File: src/rtl/game_flow_ctrl.sv
// Match sequencer: serve, play, miss and game-over, paced by the display frame tick.
// Optional pause feature compiled in with `define PAUSE_GAME_EN.
module game_flow_ctrl #(
    parameter int unsigned LIVES          = 3,
    parameter int unsigned SERVE_FRAMES   = 60,
    parameter int unsigned MISS_FRAMES    = 90,
    parameter int unsigned HITS_PER_LEVEL = 5
) (
    input  logic        mclk,
    input  logic        rst,
    input  logic        start,
    input  logic        pause,
    input  logic        frame_tick,
    input  logic        hit,
    input  logic        lose,
    output logic        play_en,
    output logic        ball_reset,
    output logic [2:0]  speed_level,
    output logic [1:0]  lives,
    output logic [13:0] score,
    output logic        game_over
);

    localparam logic [2:0] IDLE   = 3'd0;
    localparam logic [2:0] SERVE  = 3'd1;
    localparam logic [2:0] PLAY   = 3'd2;
    localparam logic [2:0] MISS   = 3'd3;
    localparam logic [2:0] OVER   = 3'd4;
`ifdef PAUSE_GAME_EN
    localparam logic [2:0] PAUSED = 3'd5;
`endif
    localparam int unsigned SCORE_MAX = 9999;
    localparam int unsigned SPEED_MAX = 7;

    logic [2:0]  state, state_nx;
    logic [7:0]  frame_cnt, frame_nx;
    logic [7:0]  hit_cnt, hit_nx;
    logic [13:0] score_nx;
    logic [1:0]  lives_nx;
    logic [2:0]  speed_nx;
    logic        state_entry;
    logic        start_q, lose_q;
    logic        start_rise, lose_rise;

    assign start_rise = start & ~start_q;
    assign lose_rise  = lose & ~lose_q;

`ifdef PAUSE_GAME_EN
    logic pause_q;
    logic pause_rise;
    assign pause_rise = pause & ~pause_q;

    always_ff @(posedge mclk) begin
        if (rst) pause_q <= 1'b0;
        else     pause_q <= pause;
    end
`else
    logic pause_unused;
    assign pause_unused = pause;
`endif

    // Next-state and next-counter logic; ticks in a state's entry cycle are not counted
    always_comb begin
        state_nx = state;
        frame_nx = frame_cnt;
        hit_nx   = hit_cnt;
        score_nx = score;
        lives_nx = lives;
        speed_nx = speed_level;
        case (state)
            IDLE, OVER: begin
                if (start_rise) begin
                    state_nx = SERVE;
                    frame_nx = 8'd0;
                    hit_nx   = 8'd0;
                    score_nx = 14'd0;
                    lives_nx = 2'(LIVES);
                    speed_nx = 3'd0;
                end
            end
            SERVE: begin
                if (frame_tick && !state_entry) begin
                    if (frame_cnt == 8'(SERVE_FRAMES - 1)) state_nx = PLAY;
                    else                                   frame_nx = frame_cnt + 8'd1;
                end
            end
            PLAY: begin
                if (lose_rise) begin
                    state_nx = MISS;
                    frame_nx = 8'd0;
                    if (lives != 2'd0) lives_nx = lives - 2'd1;
                end else begin
                    if (hit) begin
                        if (score != 14'(SCORE_MAX)) score_nx = score + 14'd1;
                        if (hit_cnt + 8'd1 == 8'(HITS_PER_LEVEL)) begin
                            hit_nx = 8'd0;
                            if (speed_level != 3'(SPEED_MAX)) speed_nx = speed_level + 3'd1;
                        end else begin
                            hit_nx = hit_cnt + 8'd1;
                        end
                    end
`ifdef PAUSE_GAME_EN
                    if (pause_rise) state_nx = PAUSED;
`endif
                end
            end
            MISS: begin
                if (frame_tick && !state_entry) begin
                    if (frame_cnt == 8'(MISS_FRAMES - 1)) begin
                        state_nx = (lives == 2'd0) ? OVER : SERVE;
                        frame_nx = 8'd0;
                    end else begin
                        frame_nx = frame_cnt + 8'd1;
                    end
                end
            end
`ifdef PAUSE_GAME_EN
            PAUSED: begin
                if (pause_rise) state_nx = PLAY;
            end
`endif
            default: state_nx = IDLE;
        endcase
    end

    // State, counters and registered outputs derived from the next state
    always_ff @(posedge mclk) begin
        if (rst) begin
            state       <= IDLE;
            frame_cnt   <= 8'd0;
            hit_cnt     <= 8'd0;
            score       <= 14'd0;
            lives       <= 2'd0;
            speed_level <= 3'd0;
            state_entry <= 1'b0;
            start_q     <= 1'b0;
            lose_q      <= 1'b0;
            play_en     <= 1'b0;
            ball_reset  <= 1'b0;
            game_over   <= 1'b0;
        end else begin
            state       <= state_nx;
            frame_cnt   <= frame_nx;
            hit_cnt     <= hit_nx;
            score       <= score_nx;
            lives       <= lives_nx;
            speed_level <= speed_nx;
            state_entry <= (state_nx != state);
            start_q     <= start;
            lose_q      <= lose;
            play_en     <= (state_nx == PLAY);
            ball_reset  <= (state_nx == SERVE) && (state != SERVE);
            game_over   <= (state_nx == OVER);
        end
    end

endmodule

File: config.mk
export PLATFORM = sky130hd
export DESIGN_NAME = game_flow_ctrl
export DESIGN_NICKNAME = d
export VERILOG_FILES = /design/src/rtl/game_flow_ctrl.sv
export SDC_FILE = /design/constraint.sdc
export NUM_CORES = 1
export LEC_CHECK = 0
export CAP_MARGIN = 30
export CORE_MARGIN = 2
export CORE_UTILIZATION = 35
export DETAILED_ROUTE_END_ITERATION = 8
export HOLD_SLACK_MARGIN = 0.03
export MAX_ROUTING_LAYER = met4
export SLEW_MARGIN = 25
export SYNTH_ARGS = -nofsm -noshare
export SYNTH_HDL_FRONTEND = slang
export SYNTH_SLANG_ARGS = --single-unit
File: constraint.sdc
create_clock -name mclk -period 2.5 [get_ports mclk]
set_clock_uncertainty 0.1 [all_clocks]
set_input_delay 0.5 -clock mclk [delete_from_list [all_inputs] [get_ports mclk]]
set_output_delay 0.5 -clock mclk [all_outputs]
set_load 0.05 [all_outputs]
==> results of run 1 <==
[cells in the mapped netlist, types with 6 or more instances]
cell type / count
ha_1: 8
dfxtp_1: 44
nor2_1: 31
nor3_1: 12
inv_1: 16
nor2b_1: 6
nand3_1: 10
nand4_1: 9
clkbuf_1: 7
a21oi_1: 16
o21ai_0: 7
nand2_1: 15
xnor2_1: 10
a2111oi_2: 6
[final timing paths]
path                startpoint             end  slack, ns
hold reg to reg   frame_cnt[7]    frame_cnt[7]       0.38
setup reg to reg    hit_cnt[3]  speed_level[0]       0.45
setup / recovery      score[7]        score[7]       0.27
hold / removal    frame_cnt[7]    frame_cnt[7]       0.38
[layout make-up]
type | instances | area [um2] | share of cell area (%)
well taps | 99 | 123.9 | 3.995
repair buffers | 44 | 397.9 | 12.83
inverters | 17 | 63.81 | 2.058
clock inverters | 1 | 5.005 | 0.1614
clock buffers | 6 | 72.57 | 2.341
flip-flops and latches | 44 | 883.3 | 28.49
multi-input cells | 220 | 1554 | 50.12
[cell families (layout without fill, tap and decap cells)]
kind of cell / after synthesis / in the layout
fa+ha+maj: 8 / 8
flops: 44 / 44
mux: 5 / 5
xor+xnor: 12 / 12
compound gates: 68 / 68
buf+inv: 32 / 68
simple gates: 127 / 127
[flip-flops by register name, indices dropped and copies added (netlist names)]
signal / cells
score: 14
hit_cnt: 8
lose_q: 1
speed_level: 3
lives: 2
ball_reset: 1
frame_cnt: 8
state: 3
start_q: 1
state_entry: 1
game_over: 1
play_en: 1
[per-stage QoR]
stage / worst slack [ns] / std cells / util (%) / hold WS (ns) / power (mW)
2_1_floorplan: 0.01762 / 296 / - / 0.3461 / 0.8453
3_3_place_gp: 0.09645 / 424 / 42.13 / 0.3650 / 0.9037
3_5_place_dp: 0.08596 / 424 / 42.13 / 0.3647 / 0.9053
4_1_cts: 0.2642 / 431 / 43.21 / 0.3768 / 1.339
5_1_grt: 0.1864 / 431 / 43.21 / 0.4132 / 1.383
6_report: 0.2709 / 431 / 43.21 / 0.3782 / 1.321
[power breakdown]
part           internal [mW]  total [mW]  switching [mW]
sequential             0.712       0.722          0.0103
combinational         0.0688       0.166          0.0970
clock                  0.190       0.433           0.242
total                  0.971        1.32           0.349
[worst reg2reg max path, cell delays in order (launching register included)]
cell and delay (ns):
dfxtp_1 0.45, nand3_1 0.27, nor4b_1 0.46, nor3_1 0.16, nor3_1 0.34, mux2_2 0.22
[routing by layer]
metal	up-vias	track usage (%)	routed length (um)
met5	-	-	0
met4	0	4.359	88
met3	9	3.269	223
met2	49	21.46	2403
met1	1075	19.79	2845
li1	1163	-	-
==> results.yml, run 1 <==
power_and_ir_drop:
  power_density_mw_per_mm2: 426.0
  ir_drop_mv: 0.2505
  power_leakage_nw: 1.025
synthesis:
  synth-compound-area-share_pct: 21.50
  yosysWarnings: 0
  synth_fp_nets: 311
  synth_top_family_by_area: "simple AND/OR/NAND/NOR gates"
  yosysSeqAreaShare_pct: 34.24
  syn-instance-count: 296
  ys_ff_latch: 44
  synth_simple_gate_area_share_pct: 28.79
  syn_area_mm2: 0.002572
  synth_cell_types: 67
  synthXorXnorAreaFrac_pct: 4.086
  synth_top_area_share_pct: 34.24
  synth_area_leader_cell: "dfxtp_1"
  async_reset_ff_share_pct: 0
  synthAdderAreaFrac_pct: 3.891
  synth_edf_count: 0
  yosys-top-cells-area: "dfxtp_1, nor2_1, ha_1, a2111oi_2, xnor2_1"
  synth_area_per_cell_um2: 8.691
  ys.flop_type: "dfxtp_1"
  synthMuxAreaShare_pct: 2.140
sta:
  slew_headroom_pct: 63.94
  fmax_mhz: 448.6
  setup_viol: 0
  drv_slew: 0
  hold_viol: 0
  max_slew.worst_pin.slew_ns: 0.5334
  setup_tns_ns: 0
  rsz0062_at_grt: "no"
  fin_crit_ns: 2.229
  post-route-period-util_pct: 89.16
floorplan:
  start_util_pct: 35.85
  coreArea_mm2: 0.007176
  std_cell_rows: 31
  io_pins: 29
  dieHeight_um: 89.73
  die_w_um: 89.73
  die_area_mm2: 0.008051
critical_path:
  cp-start-kind: "register"
  path_depth: 1
  cp_cell_sequence: "clkdlybuf4s50_1"
  crit_type: "reg -> out"
  end_kind: "primary output"
  critPathBufInv: 1
  ff2ff_path_depth: 5
  required_ns: 1.90
  path_delay_family: "buffers and inverters"
  slowest_stage: "clkdlybuf4s50_1"
  critical_path.max_fanout: 8
  cp.arrival_ns: 1.63
  slowest_delay_ns: 0.86
routing:
  totalWireLength_um: 5561
  wl_per_cell_um: 12.90
  drc: 0
  final_antenna_net_count: 0
  drtIter0Drc: 125
  vias: 2296
  drt-pass1-iter-count: 4
  vias_per_cell: 5.327
placement:
  dp_hpwl_um: 4076
  post_dp_cell_area_mm2: 0.003023
  gp_congestion: 0.7505
  place.port_buffers: 27
final_layout:
  final_common_cell: "dfxtp_1"
  n_antenna_cell: 0
  stdcell_area_mm2: 0.003100
  layout_common_cells: "dfxtp_1, nor2_1, clkdlybuf4s50_1"
  area_growth_pct: 20.53
  drive_above_1_share_pct: 13.86
  nets: 347
  fillers: 723
clocking:
  cts-root-buf: "clkbuf_8"
  numCtsBuffers: 5
  cts_tree: "built"
  clock_latency_ns: 0.30
  cts_htree_levels: 2
  clk_pin_slew_worst_paths_ns: 0.08
  clock_path_buffers: 2
  holdBufCountCts: 0
  cts_sinks: 44
  cts.repair.resized: 0
  post_cts_buffers: 0
global_route:
  antenna_found_initial: 0
  grt_pass1_vias: 2033
  grt_pass1_wl_um: 9597
  grt_max_degree: 24
  grt_use_total_pct: 14.48
  grt_overflow: 0
min_path:
  hold_path.class: "reg -> reg"
  whs_path_depth: 2
outcome:
  status: "finished clean"
run:
  cap_violations: 0
(Power assumes the default switching activity.)
==> run 2, diff against run 1 <==
--- a/config.mk
+++ b/config.mk
@@ -6,7 +6,6 @@
 export NUM_CORES = 1
 export LEC_CHECK = 0
 export CAP_MARGIN = 30
-export CORE_MARGIN = 2
 export CORE_UTILIZATION = 35
 export DETAILED_ROUTE_END_ITERATION = 8
 export HOLD_SLACK_MARGIN = 0.03
==> run 2 against run 1 <==
Effect of this change: register-to-register slack lost 0.10 ns; sequential share of layout area is 0.27 points lower; sequential power is essentially flat; combinational power about the same; via count fell by 1.4%; fmax increased by 1.5%; cell count fell by 0.23%; flip-flop and latch count stayed put; largest power group unchanged; highest routed layer unchanged.
==> results.yml, run 2 (synthesis gave the netlist of run 1 again) <==
placement:
  place.port_buffers: 27
  dp_hpwl_um: 4225
  gp_congestion: 0.8386
  dp_cells: 423
  post_dp_cell_area_mm2: 0.003034
power_and_ir_drop:
  power_leakage_nw: 1.045
  ir_drop_mv: 0.2106
  power.total_mw: 1.379
  power_density_mw_per_mm2: 440.4
global_route:
  grt_pass1_vias: 2163
  grt_use_total_pct: 16.85
  use_met3_pct: 3.393
  grt_overflow: 0
  antenna_found_initial: 0
  grt_max_degree: 24
  grt_util_met2_pct: 26.99
  grt_pass1_wl_um: 9991
  grt_util_met1_pct: 21.53
  grt_busiest_layer: "met2"
floorplan:
  die_area_mm2: 0.007697
  std_cell_rows: 30
  die_w_um: 87.73
  io_pins: 29
  dieHeight_um: 87.73
  start_util_pct: 37.05
  coreArea_mm2: 0.006944
clocking:
  cts.repair.resized: 0
  numCtsBuffers: 5
  clock_latency_ns: 0.29
  clk_pin_slew_worst_paths_ns: 0.08
  holdBufCountCts: 0
  cts_tree: "built"
  cts_htree_levels: 2
  clock_path_buffers: 2
  cts-root-buf: "clkbuf_8"
  post_cts_buffers: 0
  cts_sinks: 44
final_layout:
  layout_common_cells: "dfxtp_1, nor2_1, clkdlybuf4s50_1"
  fillers: 699
  largest_reg_flops: 14
  fin_cells: 430
  area_growth_pct: 21.69
  n_antenna_cell: 0
  nets: 349
  largest-register: "score"
  drive_above_1_share_pct: 14.67
  stdcell_area_mm2: 0.003131
  largest_registers: "score (14), frame_cnt (8), hit_cnt (8)"
  final_common_cell: "dfxtp_1"
critical_path:
  critical_path.max_fanout: 8
  cp.arrival_ns: 1.60
  cp-start-kind: "register"
  end_kind: "primary output"
  path_delay_family: "buffers and inverters"
  critPathBufInv: 1
  slowest_stage: "clkdlybuf4s50_1"
  required_ns: 1.90
  cp_cell_sequence: "clkdlybuf4s50_1"
  crit_type: "reg -> out"
  slowest_delay_ns: 0.85
sta:
  holdWs_ns: 0.3862
  post-route-period-util_pct: 87.84
  setup_viol: 0
  hold_viol: 0
  rsz0062_at_grt: "no"
  slew_headroom_pct: 65.56
  setup_tns_ns: 0
  fin_crit_ns: 2.196
  max_slew.worst_pin.slew_ns: 0.5094
  drv_slew: 0
  fmax_mhz: 455.4
min_path:
  hold_path.class: "reg -> reg"
outcome:
  status: "finished clean"
routing:
  final_antenna_net_count: 0
  drt-pass1-iter-count: 4
  wl_per_cell_um: 13.15
  drc: 0
  drtIter0Drc: 71
  vias: 2263
  totalWireLength_um: 5656
  vias_per_cell: 5.263
run:
  cap_violations: 0
## run 2: changes by cell type in the layout (fill, tap and decap cells not counted), sizes merged
cell	delta
clkinv	-1
clkbuf	+1
buf	+2
## run 2: path summary, 6_finish.rpt
| check | startpoint | endpoint | slack (ns) | cells after the start |
|---|---|---|---|---|
| worst max-delay path | score[7] | score[7] | 0.30 | 1 |
| worst max register to register | state[2] | score[11] | 0.35 | 5 |
| worst min register to register | frame_cnt[7] | frame_cnt[7] | 0.39 | 2 |
| worst min-delay path | frame_cnt[7] | frame_cnt[7] | 0.39 | 2 |
## run 2: layout make-up
class | instances | area [um2] | share of cell area (%)
inverter | 17 | 63.81 | 2.038
tap | 96 | 120.1 | 3.837
timing repair buffer | 46 | 412.9 | 13.19
clock buffer | 7 | 96.34 | 3.078
sequential | 44 | 883.3 | 28.22
multi-input combinational | 220 | 1554 | 49.64
## run 2: stage by stage
stage / setup slack [ns] / util [%]
after floorplan: 0.01762 / -
after global placement: 0.06407 / 43.69
after detailed placement: 0.04452 / 43.69
after CTS: 0.2687 / 45.08
after global routing: 0.1583 / 45.08
final: 0.3040 / 45.08
## run 2: layer usage
layer	up-vias	wire length (um)
met5	-	0
met4	0	76
met3	7	194
met2	42	2615
met1	1054	2770
li1	1160	-
## run 2: where the power goes
part	total (mW)	switching [mW]	internal, mW
logic	0.168	0.0980	0.0699
registers	0.721	0.00927	0.712
clock network	0.489	0.243	0.247
total	1.38	0.350	1.03
